$ cat src/rtl/axi4_frame_writer.sv
// Packs 16-bit pixels into 64-bit words, buffers them in a first-word-fall-through FIFO and
// drains full bursts of BURST_LEN beats to DDR as AXI4 INCR writes at base + running offset.
module axi4_frame_writer #(
    parameter int unsigned AXI_ADDR_WIDTH   = 32,
    parameter int unsigned AXI_DATA_WIDTH   = 64,
    parameter int unsigned BURST_LEN        = 4,
    parameter int unsigned FIFO_DEPTH       = 64,
    parameter int unsigned PROG_FULL_THRESH = 48
) (
    input  logic                        clk_100Mhz,
    input  logic                        rst,
    input  logic [15:0]                 mixed_data,
    input  logic                        pixel_valid,
    input  logic                        frame_done,
    input  logic [AXI_ADDR_WIDTH-1:0]   FRAME_BASE_ADDR,
    output logic [AXI_ADDR_WIDTH-1:0]   AWADDR,
    output logic                        AWVALID,
    input  logic                        AWREADY,
    output logic [7:0]                  AWLEN,
    output logic [2:0]                  AWSIZE,
    output logic [1:0]                  AWBURST,
    output logic [3:0]                  AWCACHE,
    output logic [2:0]                  AWPROT,
    output logic [AXI_DATA_WIDTH-1:0]   WDATA,
    output logic                        WVALID,
    output logic                        WLAST,
    output logic [AXI_DATA_WIDTH/8-1:0] WSTRB,
    input  logic                        WREADY,
    input  logic                        BVALID,
    input  logic [1:0]                  BRESP,
    output logic                        BREADY,
    output logic                        o_prog_full,
    output logic [1:0]                  state,
    output logic [AXI_ADDR_WIDTH-1:0]   ADDR_OFFSET
);
    localparam int unsigned PtrW = $clog2(FIFO_DEPTH);
    localparam int unsigned CntW = PtrW + 1;
    localparam logic [7:0] LastBeat = 8'(BURST_LEN - 1);
    localparam logic [AXI_ADDR_WIDTH-1:0] BurstBytes = AXI_ADDR_WIDTH'(BURST_LEN * 8);

    typedef enum logic [1:0] {
        StIdle = 2'd0,
        StAddr = 2'd1,
        StData = 2'd2,
        StResp = 2'd3
    } state_e;

    // ---------------- packer ----------------
    logic [1:0]  pix_cnt_q;
    logic [47:0] pack_q;
    logic        word_done;

    // A pixel coinciding with frame_done belongs to the discarded partial word.
    assign word_done = pixel_valid && !frame_done && (pix_cnt_q == 2'd3);

    always_ff @(posedge clk_100Mhz or negedge rst) begin
        if (!rst) begin
            pix_cnt_q <= '0;
            pack_q    <= '0;
        end else if (frame_done) begin
            pix_cnt_q <= '0;
        end else if (pixel_valid) begin
            pix_cnt_q <= pix_cnt_q + 2'd1;
            pack_q    <= {mixed_data, pack_q[47:16]};
        end
    end

    // ---------------- FIFO ----------------
    logic [AXI_DATA_WIDTH-1:0] mem_q [FIFO_DEPTH];
    logic [CntW-1:0]           wr_ptr_q, rd_ptr_q, count;
    logic                      push, pop, full;

    assign count = wr_ptr_q - rd_ptr_q;
    assign full  = (count == CntW'(FIFO_DEPTH));
    assign push  = word_done && !full;
    assign pop   = WVALID && WREADY;

    always_ff @(posedge clk_100Mhz) begin
        if (push) mem_q[wr_ptr_q[PtrW-1:0]] <= {mixed_data, pack_q};
    end

    always_ff @(posedge clk_100Mhz or negedge rst) begin
        if (!rst) begin
            wr_ptr_q <= '0;
            rd_ptr_q <= '0;
        end else begin
            if (push) wr_ptr_q <= wr_ptr_q + CntW'(1);
            if (pop)  rd_ptr_q <= rd_ptr_q + CntW'(1);
        end
    end

    assign WDATA       = mem_q[rd_ptr_q[PtrW-1:0]];
    assign o_prog_full = (count >= CntW'(PROG_FULL_THRESH));

    // ---------------- burst FSM ----------------
    state_e                    state_q, state_d;
    logic                      awvalid_q, awvalid_d, wvalid_q, wvalid_d;
    logic                      wlast_q, wlast_d, bready_q, bready_d, pend_q, pend_d;
    logic [7:0]                beat_q, beat_d;
    logic [AXI_ADDR_WIDTH-1:0] awaddr_q, awaddr_d, offset_q, offset_d;

    always_ff @(posedge clk_100Mhz or negedge rst) begin
        if (!rst) begin
            state_q   <= StIdle;
            awvalid_q <= 1'b0;
            wvalid_q  <= 1'b0;
            wlast_q   <= 1'b0;
            bready_q  <= 1'b0;
            pend_q    <= 1'b0;
            beat_q    <= '0;
            awaddr_q  <= '0;
            offset_q  <= '0;
        end else begin
            state_q   <= state_d;
            awvalid_q <= awvalid_d;
            wvalid_q  <= wvalid_d;
            wlast_q   <= wlast_d;
            bready_q  <= bready_d;
            pend_q    <= pend_d;
            beat_q    <= beat_d;
            awaddr_q  <= awaddr_d;
            offset_q  <= offset_d;
        end
    end

    always_comb begin
        state_d   = state_q;
        awvalid_d = awvalid_q;
        wvalid_d  = wvalid_q;
        wlast_d   = wlast_q;
        bready_d  = bready_q;
        beat_d    = beat_q;
        awaddr_d  = awaddr_q;
        offset_d  = offset_q;
        pend_d    = pend_q || frame_done;
        unique case (state_q)
            StIdle: begin
                // A pending frame restart takes effect before the next address is formed.
                if (pend_d) begin
                    offset_d = '0;
                    pend_d   = 1'b0;
                end
                if (count >= CntW'(BURST_LEN)) begin
                    awaddr_d  = FRAME_BASE_ADDR + offset_d;
                    awvalid_d = 1'b1;
                    state_d   = StAddr;
                end
            end
            StAddr: begin
                if (AWREADY) begin
                    awvalid_d = 1'b0;
                    beat_d    = '0;
                    wvalid_d  = 1'b1;
                    wlast_d   = (LastBeat == 8'd0);
                    state_d   = StData;
                end
            end
            StData: begin
                if (WREADY) begin
                    if (wlast_q) begin
                        wvalid_d = 1'b0;
                        wlast_d  = 1'b0;
                        bready_d = 1'b1;
                        state_d  = StResp;
                    end else begin
                        beat_d  = beat_q + 8'd1;
                        wlast_d = (beat_d == LastBeat);
                    end
                end
            end
            StResp: begin
                if (BVALID) begin
                    bready_d = 1'b0;
                    offset_d = pend_d ? '0 : offset_q + BurstBytes;
                    state_d  = StIdle;
                end
            end
            default: state_d = StIdle;
        endcase
    end

    // Every response, error or not, retires the burst.
    logic unused_bresp;
    assign unused_bresp = ^BRESP;

    assign AWADDR      = awaddr_q;
    assign AWVALID     = awvalid_q;
    assign WVALID      = wvalid_q;
    assign WLAST       = wlast_q;
    assign BREADY      = bready_q;
    assign state       = state_q;
    assign ADDR_OFFSET = offset_q;
    assign AWLEN       = LastBeat;
    assign AWSIZE      = 3'b011;
    assign AWBURST     = 2'b01;
    assign AWCACHE     = 4'b0011;
    assign AWPROT      = 3'b000;
    assign WSTRB       = '1;
endmodule

$ cat config.mk
export PLATFORM = sky130hd
export DESIGN_NAME = axi4_frame_writer
export DESIGN_NICKNAME = d
export VERILOG_FILES = /design/src/rtl/axi4_frame_writer.sv
export SDC_FILE = /design/constraint.sdc
export NUM_CORES = 2
export LEC_CHECK = 0
export CAP_MARGIN = 10
export CORE_UTILIZATION = 44
export CTS_BUF_LIST = sky130_fd_sc_hd__clkbuf_16
export DETAILED_ROUTE_END_ITERATION = 10
export GPL_TIMING_DRIVEN = 0
export PLACE_DENSITY = 0.68
export SLEW_MARGIN = 20
export SYNTH_ARGS = -nofsm -noshare
export SYNTH_HDL_FRONTEND = slang
export SYNTH_SLANG_ARGS = --single-unit
$ cat constraint.sdc
create_clock -name clk_100Mhz -period 9.2 [get_ports clk_100Mhz]
set_input_delay 1.84 -clock clk_100Mhz [delete_from_list [all_inputs] [get_ports clk_100Mhz]]
set_output_delay 1.84 -clock clk_100Mhz [all_outputs]
set_load 0.02 [all_outputs]
==> results by group <==
Setup path
  – Reg2reg start: rd_ptr_q[3]
  – CP Launch Type: flip-flop
  – Crit path kind: reg2out
  – Largest fanout on the critical path: 11
  – Critical path capture point type: output pin
  – Worst EP required: 7360 ps
  – FF-to-FF setup slack: 1680 ps
  – CP arrival: 6110 ps
  – Worst-case reg-to-reg path depth: 15
  – R2r endpoint: mem_q[42][27]

Routing
  – Per-cell routed wire length: 32.4 microns
  – Post-route DRC: 0
  – Antenna-violating nets left: 0
  – Drt pass-1 iters: 8
  – Vias/cell: 6.05
  – 1st-iter DRT viols: 10100
  – Vias post-DR: 78300
  – Total Wirelength: 419000 microns

Placed design
  – Buffers on Ports: 189
  – Hpwl dp: 293000 microns
  – Placer Congestion: 0.847
  – Placed insts: 12200

Power
  – VDD IR max: 0.000199 V
  – Pwr/cell area: 296 nW/um^2
  – Leakage: 60.4 nW

Global routing
  – Total gr overflow: 0
  – Largest net degree at the start of global routing: 82
  – Vias in the first global route: 79700
  – Total GRT Usage: 22.3%
  – First-pass GRT wire length: 592000 microns
  – Initial antenna violation count: 41

Synth
  – Main synth FF type: edfxtp_1
  – Library cells used by synthesis: 60
  – Yosys top cell area share: 75.4%
  – Largest cells by area after synthesis: edfxtp_1, mux4_2, dfrtp_1
  – Synthesis Warnings: 0
  – Synth Cell Area: 163000 sq um
  – Post-synth EDFFs: 4096
  – Post-synthesis sequential area ratio: 77.6%
  – Synth area leader: edfxtp_1
  – Number of synthesized register bits: 4239
  – Syn Inst Count: 6690
  – Synth async-reset ratio: 3.37%
  – Avg Synthesized Cell Area: 24.4 sq um

Hold path
  – Hold Path Class: reg2reg
  – Worst hold start: AWADDR[0]
  – WHS Path Cells: 2
  – Hold endpoint: AWADDR[0]

Cells and area
  – # nets final: 7732
  – Area of the multi-input gates: 35500 sq um
  – Most frequent cells in the layout: edfxtp_1, mux4_2, clkbuf_16, buf_12, clkdlybuf4s50_1
  – Fraction of layout cells with a size suffix above 1: 32.4%
  – Layout filler cell count: 27300
  – Most common cell after layout, fill and taps aside: edfxtp_1
  – Register area: 127000 sq um
  – Finished Layout Cells: 13000
  – Area delta synth->final: 17.4%

Timing
  – Min Tclk post-route: 7950 ps
  – RSZ-0062 raised after global routing: no
  – Setup TNS: 0 ps
  – Final setup fails: 0
  – Final slew viol count: 0
  – Hold Vio Cnt, Final: 0
  – Fin crit share: 86.4%
  – Max Clk Rate: 126 MHz
  – Worst-Margin Slew: 1190 ps
  – Slew HR: 20.9%
  – Clock skew: 49.7 ps

Clocking
  – Clock Latency Late Sink: 980 ps
  – CTS tree: yes
  – CTS sink count: 4239
  – Post-CTS setup buffer count: 0
  – Max Buffers Root-to-Sink: 4
  – CTS clk-pin slew, worst paths: 60 ps
  – Hold buffers post-CTS: 0
  – Total CTS buffers: 410
  – CTS root buffer: clkbuf_16
  – CTS resizes: 0
  – H-tree levels: 5

Die
  – Die ar.: 373000 sq um
  – Core Box Area: 369000 sq um
  – Die Ht: 611 microns
  – Rows: 223
  – Die width: 611 microns
  – Initial Utilization: 44.2%
  – Top Ports: 220

Flow run
  – Max cap viols: 0

Run status
  – Status: finished clean
cell type report:
class                           instances  area share (%)
Multi-Input combinational cell       2091            18.5
Antenna cell                           35          0.0457
Buffer                                364           0.876
Clock buffer                          418            5.46
Clock inverter                        338            1.33
Inverter                               22          0.0431
Tap cell                             4950            3.23
Timing Repair Buffer                  498            4.42
Sequential cell                      4239            66.1
layer usage:
layer | routed length (microns) | global-route usage [%] | part of all wire, %
met1 | 156000 | 29.7 | 37
met2 | 206000 | 36.4 | 49
met3 | 43100 | 5.29 | 10
met5 | 159 | 0 | 0.038
met4 | 14300 | 7.56 | 3.4
worst max-delay path: stages, from the launching register on:
cell             delay, ps
dfrtp_1                410
buf_2                  250
buf_2                  670
buf_2                  920
buf_2                  520
mux4_2                 570
mux4_2                 520
mux4_2                 650
clkdlybuf4s50_1        600
worst max path at each step:
stage | from | slack (ps) | end
after global placement | rd_ptr_q[2] | -4880 | mem_q[19][29]
after floorplan | rd_ptr_q[5] | 2770 | mem_q[26][0]
after CTS | rd_ptr_q[0] | 1220 | WDATA[49]
final | rd_ptr_q[0] | 1250 | WDATA[49]
after global routing | rd_ptr_q[0] | 1160 | WDATA[49]
after detailed placement | rd_ptr_q[3] | 2060 | mem_q[42][25]
registers in the layout, indices dropped and copies added, names as in the netlist:
signal	flops
state	2
wr_ptr_q	7
WVALID	1
beat_q	8
ADDR_OFFSET	32
AWADDR	32
rd_ptr_q	7
pix_cnt_q	2
BREADY	1
WLAST	1
pend_q	1
pack_q	48
mem_q	4096
AWVALID	1
where the power goes:
part           leakage (nW)  internal, mW  switching [mW]
clock                  6.71          9.14            7.23
sequential             38.6          22.2           0.392
combinational          15.1          8.02            9.85
cells in the mapped netlist (5+ instances only):
cell type	count
a21o_1	15
a21oi_1	39
a31oi_1	8
and2_1	35
and3_1	12
buf_1	27
buf_2	93
buf_4	35
clkbuf_1	208
dfrtp_1	143
edfxtp_1	4096
ha_1	47
inv_1	21
mux2_2	50
mux4_2	1344
nand2_1	95
nand2b_1	12
nand3_1	28
nand3b_1	5
nand4_1	11
nor2_1	125
nor2b_1	16
nor3_1	11
o21a_1	5
o21ai_0	68
o31ai_1	6
or3_1	10
xnor2_1	36
xor2_1	28
metrics by stage:
| stage | power, mW | instance area [sq um] | setup slack, ps | utilization, % | hold WS (ps) |
|---|---|---|---|---|---|
| after floorplan | 33.5 | 163000 | 2770 | - | 465 |
| after global placement | 40.1 | 171000 | -4880 | 46.4 | 478 |
| after detailed placement | 40.9 | 179000 | 2060 | 48.4 | 472 |
| after CTS | 57.1 | 192000 | 1220 | 51.9 | 495 |
| after global routing | 58.5 | 192000 | 1160 | 51.9 | 506 |
| final | 56.8 | 192000 | 1250 | 51.9 | 492 |
cells by family (layout without fill, tap and decap cells):
group	count (synthesis)	in the layout	synth area share, %
flip-flops	4239	4239	77.6
multiplexers	1396	1396	18.9
buffers and inverters	386	1640	1.04
AND/OR/NAND/NOR	375	375	1.09
AO/OA/AOI/OAI	179	179	0.678
XOR/XNOR	64	64	0.343
adder cells (fa/ha/maj)	49	49	0.385
other	2	63	0.00460
No activity file was read; power rests on OpenSTA's default activity.
==> RTL edit: new RTL, config.mk and constraints unchanged <==
`AXI_ADDR_WIDTH`: 32 -> 16.
--- a/src/rtl/axi4_frame_writer.sv
+++ b/src/rtl/axi4_frame_writer.sv
@@ -1,7 +1,7 @@
 // Packs 16-bit pixels into 64-bit words, buffers them in a first-word-fall-through FIFO and
 // drains full bursts of BURST_LEN beats to DDR as AXI4 INCR writes at base + running offset.
 module axi4_frame_writer #(
-    parameter int unsigned AXI_ADDR_WIDTH   = 32,
+    parameter int unsigned AXI_ADDR_WIDTH   = 16,
     parameter int unsigned AXI_DATA_WIDTH   = 64,
     parameter int unsigned BURST_LEN        = 4,
     parameter int unsigned FIFO_DEPTH       = 64,
Interface: changed (resized ADDR_OFFSET, AWADDR and FRAME_BASE_ADDR); port bits go from 220 to 172. The function was not compared with the original's and may differ.
==> RTL edit against the original RTL <==
Cell area is 1.8% lower. Maximum frequency shrank 4.4%. Utilization down 0.10 points. Sequential share of layout area up 0.77 points. Area after synthesis is 1.3% lower. Sequential cell count shrank 32. Setup slack got worse by 360 ps. Wire length is 1.8% lower. Power fell by 1.6%. Critical path type unchanged. Critical endpoint is now WDATA[29]. Largest power group unchanged. Highest routed layer unchanged.
==> RTL edit: results (changes against the original RTL) <==
- Outcome: finished clean
- Buffers added on ports: 141 (-25%)
- Mux cell area share after synthesis: 18.3% (-0.58 points)
- Critical R2R Launch: rd_ptr_q[1]
- Worst min-delay path endpoint: mem_q[27][8]
- Top cells by count, synth: edfxtp_1, mux4_2, clkbuf_1
- R2r setup slk: 2300 ps (+620 ps)
- Clk_lat worst skew: 990 ps
- Skew final: 105 ps (+54.9 ps)
- WL/cell: 32.7 µm (+1.2%)
- Worst Hold Depth: 0 (-2)
- HPWL Detailed: 288 mm (-1.6%)
- Synth Area in XOR/XNOR: 0.196% (-0.15 points)
- Number of global-route vias before repair: 78.0k (-2.1%)
- Worst Path Arrival: 6470 ps (+360 ps)
- Hold_sp: pack_q[8]
- Total Routed Length: 412 mm (-1.8%)
- Sequential share of the synthesized area: 78.1% (+0.56 points)
- FF-to-FF path depth: 14 (-1)
- Logic pwr share: 30.7% (-0.8 points)
- Global-route total usage across every layer: 22.3% (-0.061 points)
- Layout cell share with drive strength beyond 1: 32.8% (+0.46 points)
- Final nets: 7495 (-3.1%)
- PostCTS Resize Cnt: 0 (unchanged)
- Synth async-reset ratio: 2.64% (-0.73 points)
- CTS max path bufs: 4 (unchanged)
- CP Max Fanout: 10 (-1)
- Synth cell types: 71 (+18%)
- Synth area leaders: edfxtp_1, mux4_2, dfrtp_1
- Initial antenna violation count: 28 (-32%)
- Pwr Density: 297 nW/µm² (+0.17%)
- GP Congestion: 0.821 (-3.0%)
- Worst IR drop on VDD: 0.199 mV (-0.21%)
- Number of iterations in the first detailed-routing pass: 6 (-2)
- Static Leak: 59.2 nW (-1.9%)
- Pre-CTS setup slack: 2030 ps (-33.9 ps)
- Inst Count DP: 11.8k (-3.0%)
- Crit path largest cell delay: 910 ps
- End of the worst register-to-register path: mem_q[6][31]
- Pint: 38.7 mW (-1.7%)
- CTS buffer count: 407 (-0.73%)
- Adder-Cell Fraction of Synth Area: 0.266% (-0.12 points)
- Drt initial violations: 10.2k (+0.91%)
- Average cell area after synthesis: 24.6 µm² (+0.73%)
- Area fraction in compound gates after synthesis: 1.07% (+0.39 points)
- First-pass GRT wire length: 579 mm (-2.3%)
- Slew @ Worst Pin: 1200 ps (+15.9 ps)
RTL edit: logic make-up after synthesis:
family,count (synthesis)
multiplexers,1343
adder cells (fa/ha/maj),33
AND/OR/NAND/NOR,317
other,2
XOR/XNOR,36
AO/OA/AOI/OAI,234
flip-flops,4207
buffers and inverters,380
RTL edit: layer usage:
| metal | track usage (%) | share of wire [%] | vias to the layer above |
|---|---|---|---|
| met1 | 28.7 | 37 | 40900 |
| met2 | 37.5 | 50 | 4010 |
| met4 | 8.46 | 3.9 | 12 |
| met5 | 0 | 0.022 | - |
| li1 | - | - | 30100 |
| met3 | 4.44 | 9.1 | 736 |
RTL edit: how the worst max path moves through the flow:
stage	from	to	slack, ps	cells past startpoint
detailed placement	rd_ptr_q[1]	WDATA[29]	2030	9
CTS	rd_ptr_q[1]	WDATA[29]	1040	9
global route	rd_ptr_q[1]	WDATA[29]	920	9
finish	rd_ptr_q[1]	WDATA[29]	890	9
global placement	rd_ptr_q[2]	mem_q[21][32]	-2350	10
floorplan	rd_ptr_q[1]	mem_q[24][0]	2780	13
RTL edit: layout make-up:
| cell class | count | area, µm² |
|---|---|---|
| fill | 27100 | 175000 |
| sequential | 4207 | 126000 |
| multi-input combinational | 1991 | 34100 |
| clock buffer | 414 | 10400 |
| timing repair buffer | 434 | 7550 |
| tap | 4794 | 6000 |
| clock inverter | 336 | 2590 |
| buffer | 360 | 1720 |
| inverter | 20 | 75.1 |
| antenna | 16 | 40.0 |
RTL edit: stage by stage:
stage	hold slack (ps)	cell area (µm²)	util, %	TNS, ps
after detailed placement	491	175000	48.2	0
after global routing	487	188000	51.8	0
after floorplan	462	161000	-	0
final	487	188000	51.8	0
after CTS	489	188000	51.8	0
after global placement	486	169000	46.4	-7929650
